$ cat config.mk
export PLATFORM = sky130hd
export DESIGN_NAME = fetch_pair_buffer
export DESIGN_NICKNAME = d
export VERILOG_FILES = /design/src/rtl/fetch_pair_buffer.sv
export SDC_FILE = /design/constraint.sdc
export NUM_CORES = 1
export LEC_CHECK = 0
export CORE_MARGIN = 10
export CORE_UTILIZATION = 55
export CTS_CLUSTER_SIZE = 16
export DETAILED_ROUTE_END_ITERATION = 7
export GPL_TIMING_DRIVEN = 0
export PLACE_DENSITY_LB_ADDON = 0.25
export SLEW_MARGIN = 20
export SYNTH_ARGS = -nofsm -noshare
export SYNTH_HDL_FRONTEND = slang
export SYNTH_SLANG_ARGS = --single-unit
$ cat constraint.sdc
create_clock -name clk -period 4.28 [get_ports clk]
set_clock_uncertainty 0.2 [all_clocks]
set_input_delay 1.284 -clock clk [delete_from_list [all_inputs] [get_ports clk]]
set_output_delay 1.284 -clock clk [all_outputs]
set_load 0.05 [all_outputs]
$ cat src/rtl/fetch_pair_buffer.sv
// fetch_pair_buffer: issues dual-address instruction fetches and queues returned pairs in order for decode
module fetch_pair_buffer #(
  parameter int DEPTH = 4,
  parameter int PTR_W = 2
) (
  input  logic        clk,
  input  logic        rst,
  input  logic [31:0] pcF1,
  input  logic [31:0] pcF2,
  input  logic        pc_valid,
  output logic        pc_hold,
  input  logic        flush,
  output logic        imem_req_valid,
  input  logic        imem_req_ready,
  output logic [31:0] imem_req_addr_A,
  output logic [31:0] imem_req_addr_B,
  input  logic        imem_resp_valid,
  input  logic [31:0] imem_resp_instr_A,
  input  logic [31:0] imem_resp_instr_B,
  output logic        dec_valid,
  input  logic        dec_ready,
  output logic [31:0] dec_pc_A,
  output logic [31:0] dec_pc_B,
  output logic [31:0] dec_instr_A,
  output logic [31:0] dec_instr_B
);
  logic [DEPTH-1:0] alloc_q, alloc_d, filled_q, filled_d;
  logic [31:0]      pca_q[DEPTH], pca_d[DEPTH], pcb_q[DEPTH], pcb_d[DEPTH];
  logic [31:0]      ia_q[DEPTH], ia_d[DEPTH], ib_q[DEPTH], ib_d[DEPTH];
  logic [PTR_W-1:0] aptr_q, aptr_d, fptr_q, fptr_d, hptr_q, hptr_d;
  logic [PTR_W:0]   occ_q, occ_d, drop_q, drop_d, unfilled, drop_sum;
  logic             accept, fill, pop;
  assign imem_req_addr_A = pcF1;
  assign imem_req_addr_B = pcF2;
  assign dec_pc_A        = pca_q[hptr_q];
  assign dec_pc_B        = pcb_q[hptr_q];
  assign dec_instr_A     = ia_q[hptr_q];
  assign dec_instr_B     = ib_q[hptr_q];
  always_comb begin
    imem_req_valid = pc_valid & (occ_q != (PTR_W+1)'(DEPTH)) & ~flush & ~rst;
    accept         = imem_req_valid & imem_req_ready;
    pc_hold        = ~accept;
    dec_valid      = alloc_q[hptr_q] & filled_q[hptr_q] & ~rst;
    pop            = dec_valid & dec_ready & ~flush;
    fill           = imem_resp_valid & (drop_q == '0) & alloc_q[fptr_q] & ~flush;
    unfilled       = '0;
    for (int i = 0; i < DEPTH; i++) unfilled = unfilled + {{PTR_W{1'b0}}, alloc_q[i] & ~filled_q[i]};
    drop_sum = drop_q + unfilled;
    alloc_d  = alloc_q;
    filled_d = filled_q;
    pca_d    = pca_q;
    pcb_d    = pcb_q;
    ia_d     = ia_q;
    ib_d     = ib_q;
    aptr_d   = aptr_q;
    fptr_d   = fptr_q;
    hptr_d   = hptr_q;
    occ_d    = occ_q + {{PTR_W{1'b0}}, accept} - {{PTR_W{1'b0}}, pop};
    drop_d   = drop_q - {{PTR_W{1'b0}}, imem_resp_valid & (drop_q != '0)};
    if (flush) begin
      alloc_d  = '0;
      filled_d = '0;
      for (int i = 0; i < DEPTH; i++) begin
        pca_d[i] = '0;
        pcb_d[i] = '0;
        ia_d[i]  = '0;
        ib_d[i]  = '0;
      end
      aptr_d = '0;
      fptr_d = '0;
      hptr_d = '0;
      occ_d  = '0;
      // every unfilled request is still owed a response; the one landing now is already spent
      drop_d = drop_sum - {{PTR_W{1'b0}}, imem_resp_valid & (drop_sum != '0)};
    end else begin
      if (accept) begin
        alloc_d[aptr_q]  = 1'b1;
        filled_d[aptr_q] = 1'b0;
        pca_d[aptr_q]    = pcF1;
        pcb_d[aptr_q]    = pcF2;
        aptr_d           = aptr_q + PTR_W'(1);
      end
      if (fill) begin
        filled_d[fptr_q] = 1'b1;
        ia_d[fptr_q]     = imem_resp_instr_A;
        ib_d[fptr_q]     = imem_resp_instr_B;
        fptr_d           = fptr_q + PTR_W'(1);
      end
      if (pop) begin
        alloc_d[hptr_q]  = 1'b0;
        filled_d[hptr_q] = 1'b0;
        pca_d[hptr_q]    = '0;
        pcb_d[hptr_q]    = '0;
        ia_d[hptr_q]     = '0;
        ib_d[hptr_q]     = '0;
        hptr_d           = hptr_q + PTR_W'(1);
      end
    end
  end
  always_ff @(posedge clk) begin
    if (rst) begin
      alloc_q  <= '0;
      filled_q <= '0;
      for (int i = 0; i < DEPTH; i++) begin
        pca_q[i] <= '0;
        pcb_q[i] <= '0;
        ia_q[i]  <= '0;
        ib_q[i]  <= '0;
      end
      aptr_q <= '0;
      fptr_q <= '0;
      hptr_q <= '0;
      occ_q  <= '0;
      drop_q <= '0;
    end else begin
      alloc_q  <= alloc_d;
      filled_q <= filled_d;
      pca_q    <= pca_d;
      pcb_q    <= pcb_d;
      ia_q     <= ia_d;
      ib_q     <= ib_d;
      aptr_q   <= aptr_d;
      fptr_q   <= fptr_d;
      hptr_q   <= hptr_d;
      occ_q    <= occ_d;
      drop_q   <= drop_d;
    end
  end
  a_resp_alloc: assert property (@(posedge clk) disable iff (rst)
    (imem_resp_valid && drop_q == '0 && !flush) |-> alloc_q[fptr_q]);
endmodule

# --- Word-level counts from Yosys, hierarchy flattened ---
# Index checks and enable logic that the tools add are counted.
word_totals:
  out_inout_bits: 195
  elab_cells: 151
  inputBits: 135
  register_bits: 532
op_classes:
  magnitude_cmp: 12
  addsub: 11
  reduce_logical: 10
  bitwise_logic: 39
  n_eq_ne: 1
  mux: 55
ops:
  columns: ["op", "count"]
  rows:
  - ["128-bit 2-to-1 mux", 12]
  - ["128-bit AND", 4]
  - ["128-bit bitwise mux", 4]
  - ["32-bit 2-to-1 mux", 11]
  - ["32-bit binary-select mux with 2-bit select", 4]
  - ["32-bit demux with 2-bit select", 3]
  - ["128-bit inverter", 1]
  - ["4-bit 2-to-1 mux", 8]
  - ["1-bit AND", 17]
  - ["4-bit AND", 3]
  - ["3-bit >= comparator, second input constant", 3]
  - ["2-bit by 3-bit < comparator with 1-bit output, second input constant", 3]
  - ["3-bit by 1-bit < comparator with 1-bit output, second input constant", 3]
  - ["2-bit inverter with 3-bit output", 3]
  - ["3-bit by 1-bit subtractor with 3-bit output", 3]
  - ["4-bit inverter", 2]
  - ["4-bit bitwise OR", 2]
  - ["1-bit inverter", 7]
  - ["2-bit by 1-bit adder with 2-bit output, second input constant", 3]
  - ["3-bit by 1-bit adder with 3-bit output", 2]
  - ["1-bit binary-select mux with 2-bit select", 3]
  - ["1-bit demux with 2-bit select", 3]
  - ["2-bit by 1-bit >= comparator with 1-bit output, second input constant", 3]
  - ["1-bit logical AND", 6]
  - ["9 further kinds", 15]

# --- Longest topological paths before layout ---
# Gate-level depths: netlist of the first run.
depth:
  ltp_word: 13
  mapped_depth: 13
  ltp_nobuf: 13

# --- Worst setup path after synthesis of the first run ---
# Ideal clock, no wire load.
synth_path:
  path_kind: "in2reg"
  startpoint: "input rst"
  endpoint: "register occ_q[2]"
  cell_stages: 10
  path_buffers: 1
  setup_ns: 0.122
  required_time_ns: 3.958
  arrival_time_ns: 3.745
  path_slack_ns: 0.212
  path_cell_list: "clkbuf_1 nor3b_2 nand3_1 ha_1 inv_1 ha_1 fa_1 xnor2_1 xnor2_1 nor2_1"
synth_between:
  elab_chain_len: 5
  word_cells_on_any_way: 9
  cone_classes: "add/sub: 2; bitwise: 6; reduce/logical: 1"
synth_lines:
  columns: ["item", "line", "text"]
  rows:
  - ["from (decl)", "7", "input logic rst,"]
  - ["1-bit inverter", "40, 43", null]
  - ["1-bit AND (on tied branches)", "40, 43", null]
  - ["1-bit AND (on tied branches)", "41, 44", null]
  - ["3-bit by 1-bit adder with 3-bit output / 1-bit AND (equally long branches)", "58, 44", null]
  - ["3-bit by 1-bit subtractor with 3-bit output", "58", "occ_d = occ_q + {{PTR_W{1'b0}}, accept} - {{PTR_W{1'b0}}, pop};"]
  - ["to (signal assigned)", "113", "occ_q <= '0;"]
  - ["to (signal assigned)", "125", "occ_q <= occ_d;"]
  - ["to (decl)", "31", "logic [PTR_W:0] occ_q, occ_d, drop_q, drop_d, unfilled, drop_sum;"]
# Parallel ways exist; a longest one is shown, timed or not.
# A chain may end at the register's enable or synchronous reset.

# --- Worst setup path in the final report of the first run ---
layout_path:
  startpoint: "register hptr_q[0]"
  endpoint: "output dec_instr_B[22]"
layout_between:
  elab_chain_len: 4
layout_lines:
  columns: ["item", "line", "text"]
  rows:
  - ["from (decl)", "30", "logic [PTR_W-1:0] aptr_q, aptr_d, fptr_q, fptr_d, hptr_q, hptr_d;"]
  - ["from (signal assigned)", "124", "hptr_q <= hptr_d;"]
  - ["2-bit inverter with 3-bit output (implied by the code)", "38", "assign dec_instr_B = ib_q[hptr_q];"]
  - ["32-bit binary-select mux with 2-bit select", "38", null]
  - ["32-bit 2-to-1 mux (implied by the code) (2 in a row)", "38", null]
  - ["to (decl)", "25", "output logic [31:0] dec_instr_B"]
# Every way passes these cells. The select of a mux whose other input is x is not followed.

==> flow_summary.json, run 1 <==
{
  "synth_compound_gate_area_share_pct": 6.24,
  "cts_setup_buffers": 0,
  "vdd.ir_drop.worst_uv": 392,
  "initial_core_utilization_pct": 55.4,
  "timing.final.crit_period_ns": 4.28,
  "die_outline_height_um": 222,
  "post_synth_mux_area_share_pct": 24.5,
  "postSynth.asyncResetShare_pct": 0,
  "placeableCoreArea_um2": 40600,
  "timing_hold_violations_final": 0,
  "power.static_leakage_nw": 12.1,
  "layout-drive-gt1-share_pct": 17.6,
  "synth_ff_type": "sky130_fd_sc_hd__dfxtp_1",
  "routed_via_density": 5.64,
  "setup_slack_ns": 0.00105,
  "max-clock-path-buffers": 3,
  "synthMostInstantiatedCell": "sky130_fd_sc_hd__dfxtp_1",
  "detail_route.wl_per_cell_um": 20.4,
  "synth.yosys.warnings": 0,
  "totalWireLength_mm": 66.8,
  "synth.net_count": 2465,
  "placed_wire_length_estimate_after_detailed_placement_mm": 46.7,
  "first_global_vias": 19300,
  "synth_area_leaders": "sky130_fd_sc_hd__dfxtp_1 47%, sky130_fd_sc_hd__mux4_2 13%, sky130_fd_sc_hd__mux2i_1 11%",
  "remaining_routing_drc_violations": 0,
  "cts_inserted_buffers": 54,
  "drt_iter0_markers": 1583,
  "post_place_setup_slack_ns": -0.596,
  "die-width_um": 222,
  "status": "complete, no violations",
  "max_cap_viol_count": 0,
  "cts_htree_levels": 2,
  "grt_start_max_net_pins": 15,
  "tritoncts": "built",
  "ff_latch_area_um2": 10700,
  "globalRoute.totalOverflow": 0,
  "placement.io_buffers": 326,
  "syn_avg_cell_area_um2": 9.76,
  "rsz0062_at_grt": "true",
  "multi_input_comb_area_um2": 10500,
  "synth-edff-count": 0,
  "timing_max_transition_violations_final": 0,
  "synth-seq-area-share_pct": 47.3,
  "path_max_fanout": 10,
  "synth_top_area_share_pct": 47.3,
  "cts.hold.buffers_added": 0,
  "cts.clk_slew.worst_paths_ns": 0.06,
  "fp-row-count": 74,
  "final.period_utilization_pct": 100,
  "timing.setup.tns_ns": 0,
  "hold_path_class": "reg -> reg",
  "synth_adder_area_share_pct": 1.35,
  "kind_of_critical_path": "reg -> out",
  "postSynthCellCount": 2308,
  "setup_viol_count_final": 0,
  "synth_simple_gate_area_share_pct": 14.2,
  "clock_latency_of_the_later_clocked_register_in_the_worst_skew_pair_ns": 0.62,
  "synth_top_area_cell": "sky130_fd_sc_hd__dfxtp_1",
  "upper_clock_frequency_limit_mhz": 234,
  "detail-route-antenna-nets": 0,
  "critical_path_arrival_ns": 2.79,
  "gr-usage-all-layers_pct": 25.8,
  "startpoint_type": "register",
  "slew_headroom_pct": 47.0,
  "globalplace.congestion": 0.827,
  "data_required_critical_path_ns": 2.80,
  "grt_first_pass_wirelength_mm": 104,
  "areaGrowthSynthToFinish_pct": 24.1,
  "powerDensity_nw_per_um2": 366,
  "kind_of_end_point_of_the_critical_path": "output pin",
  "tightestPinTransition_ns": 0.794,
  "vias": 18400,
  "synth_cell_type_count": 35,
  "fin_nets": 2847,
  "clock_sinks": 532,
  "top_level_ports": 330,
  "antenna_found_initial": 6,
  "clock-root-buffer": "sky130_fd_sc_hd__clkbuf_16",
  "synthesis.area_um2": 22500,
  "synth-xor-area-share_pct": 0.272,
  "nFillCells": 3131,
  "synth_top_family_by_area": "multiplexers",
  "postSynthRegisterBits": 532,
  "drtPass1Iterations": 8,
  "synth_top_cells_by_count": "532 x sky130_fd_sc_hd__dfxtp_1, 520 x sky130_fd_sc_hd__nand2_1, 270 x sky130_fd_sc_hd__nor2_1",
  "die_area_um2": 49500
}
==> registers in the layout, indices dropped and copies added (netlist names) <==
signal	cells
ia_q	128
fptr_q	2
ib_q	128
occ_q	3
filled_q	4
alloc_q	4
pca_q	128
hptr_q	2
aptr_q	2
drop_q	3
pcb_q	128
==> cells by family after synthesis <==
kind of cell               count (synthesis)
and+or+nand+nor                          822
DFF                                      532
muxes                                    388
AOI/OAI and AO/OA                        279
buffers and inverters                    258
adders and majority gates                 22
xor gates and xnor gates                   7
==> area by class of cell <==
cell class	instances	area share (%)
Buffer	237	5.03
Timing Repair Buffer	326	10.5
Multi-Input combinational cell	1518	37.5
Sequential cell	532	38.1
Clock inverter	12	0.407
Antenna cell	6	0.0537
Inverter	21	0.282
Tap cell	532	2.38
Clock buffer	85	5.75
==> worst paths after layout <==
| kind | from | to | slack (ns) | depth (start not counted) |
|---|---|---|---|---|
| min reg2reg | ia_q[17]$_SDFF_PP0_ | ia_q[17]$_SDFF_PP0_ | 0.25 | 2 |
| max reg2reg | filled_q[0]$_SDFF_PP0_ | drop_q[2]$_SDFF_PP0_ | 0.76 | 13 |
| min | ia_q[17]$_SDFF_PP0_ | ia_q[17]$_SDFF_PP0_ | 0.25 | 2 |
| max | hptr_q[0]$_SDFFE_PP0N_ | dec_instr_B[22] | 0.001 | 5 |
==> power by group <==
part | internal [mW] | switching (mW)
Combinational | 0.258 | 0.424
Sequential | 4.96 | 0.00923
Clock | 2.63 | 1.95
Total | 7.85 | 2.38
==> metrics by stage <==
stage | utilization (%) | cell area, um2 | power (mW) | instances | hold WS [ns]
6_report | 68.8 | 28000 | 10.2 | 3269 | 0.248
5_1_grt | 68.8 | 28000 | 10.5 | 3267 | 0.265
4_1_cts | 69.1 | 28100 | 10.3 | 3263 | 0.248
3_5_place_dp | 65.1 | 26500 | 5.78 | 3166 | 0.240
3_3_place_gp | 65.1 | 26500 | 5.77 | 3166 | 0.235
2_1_floorplan | - | 22500 | 5.43 | 2308 | 0.229
==> timing repair <==
action / in CTS / in global routing
gates resized for setup: 229 / 153
endpoints found under the setup margin: 167 / 140
hold endpoints to repair: 0 / 0
==> routing by layer <==
layer	wire (um)	up-vias	part of all wire (%)	track usage [%]
met5	0	-	0	0
met4	2020	0	3.0	10.1
met3	4910	123	7.4	5.45
met2	33900	756	51	45.7
met1	26000	9025	39	29.9
li1	-	8524	-	-
==> layout by cell type, fill, tap and decap left out, types with 7 or more instances in the layout <==
cell type / instances
sky130_fd_sc_hd__a21oi_1: 268
sky130_fd_sc_hd__buf_2: 92
sky130_fd_sc_hd__buf_4: 91
sky130_fd_sc_hd__clkbuf_1: 55
sky130_fd_sc_hd__clkbuf_16: 55
sky130_fd_sc_hd__clkbuf_2: 59
sky130_fd_sc_hd__clkbuf_4: 9
sky130_fd_sc_hd__clkbuf_8: 12
sky130_fd_sc_hd__clkdlybuf4s15_2: 8
sky130_fd_sc_hd__clkdlybuf4s50_1: 133
sky130_fd_sc_hd__clkinv_2: 7
sky130_fd_sc_hd__dfxtp_1: 532
sky130_fd_sc_hd__dlygate4sd2_1: 102
sky130_fd_sc_hd__dlymetal6s2s_1: 28
sky130_fd_sc_hd__ha_1: 18
sky130_fd_sc_hd__inv_1: 20
sky130_fd_sc_hd__mux2i_1: 257
sky130_fd_sc_hd__mux4_2: 130
sky130_fd_sc_hd__nand2_1: 520
sky130_fd_sc_hd__nor2_1: 270
==> critical path, stage by stage (launching register included) <==
cell,delay (ns)
sky130_fd_sc_hd__dfxtp_1,0.36
sky130_fd_sc_hd__buf_2,0.25
sky130_fd_sc_hd__buf_6,0.25
sky130_fd_sc_hd__buf_4,0.28
sky130_fd_sc_hd__mux4_2,0.56
sky130_fd_sc_hd__dlygate4sd2_1,0.45
Power figures use the tool's default switching activity.
==> run 2, diff against run 1 <==
--- a/config.mk
+++ b/config.mk
@@ -10,8 +10,8 @@
 export CTS_CLUSTER_SIZE = 16
 export DETAILED_ROUTE_END_ITERATION = 7
 export GPL_TIMING_DRIVEN = 0
+export HOLD_SLACK_MARGIN = 0.05
 export PLACE_DENSITY_LB_ADDON = 0.25
-export SLEW_MARGIN = 20
 export SYNTH_ARGS = -nofsm -noshare
 export SYNTH_HDL_FRONTEND = slang
 export SYNTH_SLANG_ARGS = --single-unit
==> results of run 2 <==
The final DEF is identical to that of run 1; final timing and power are the same.
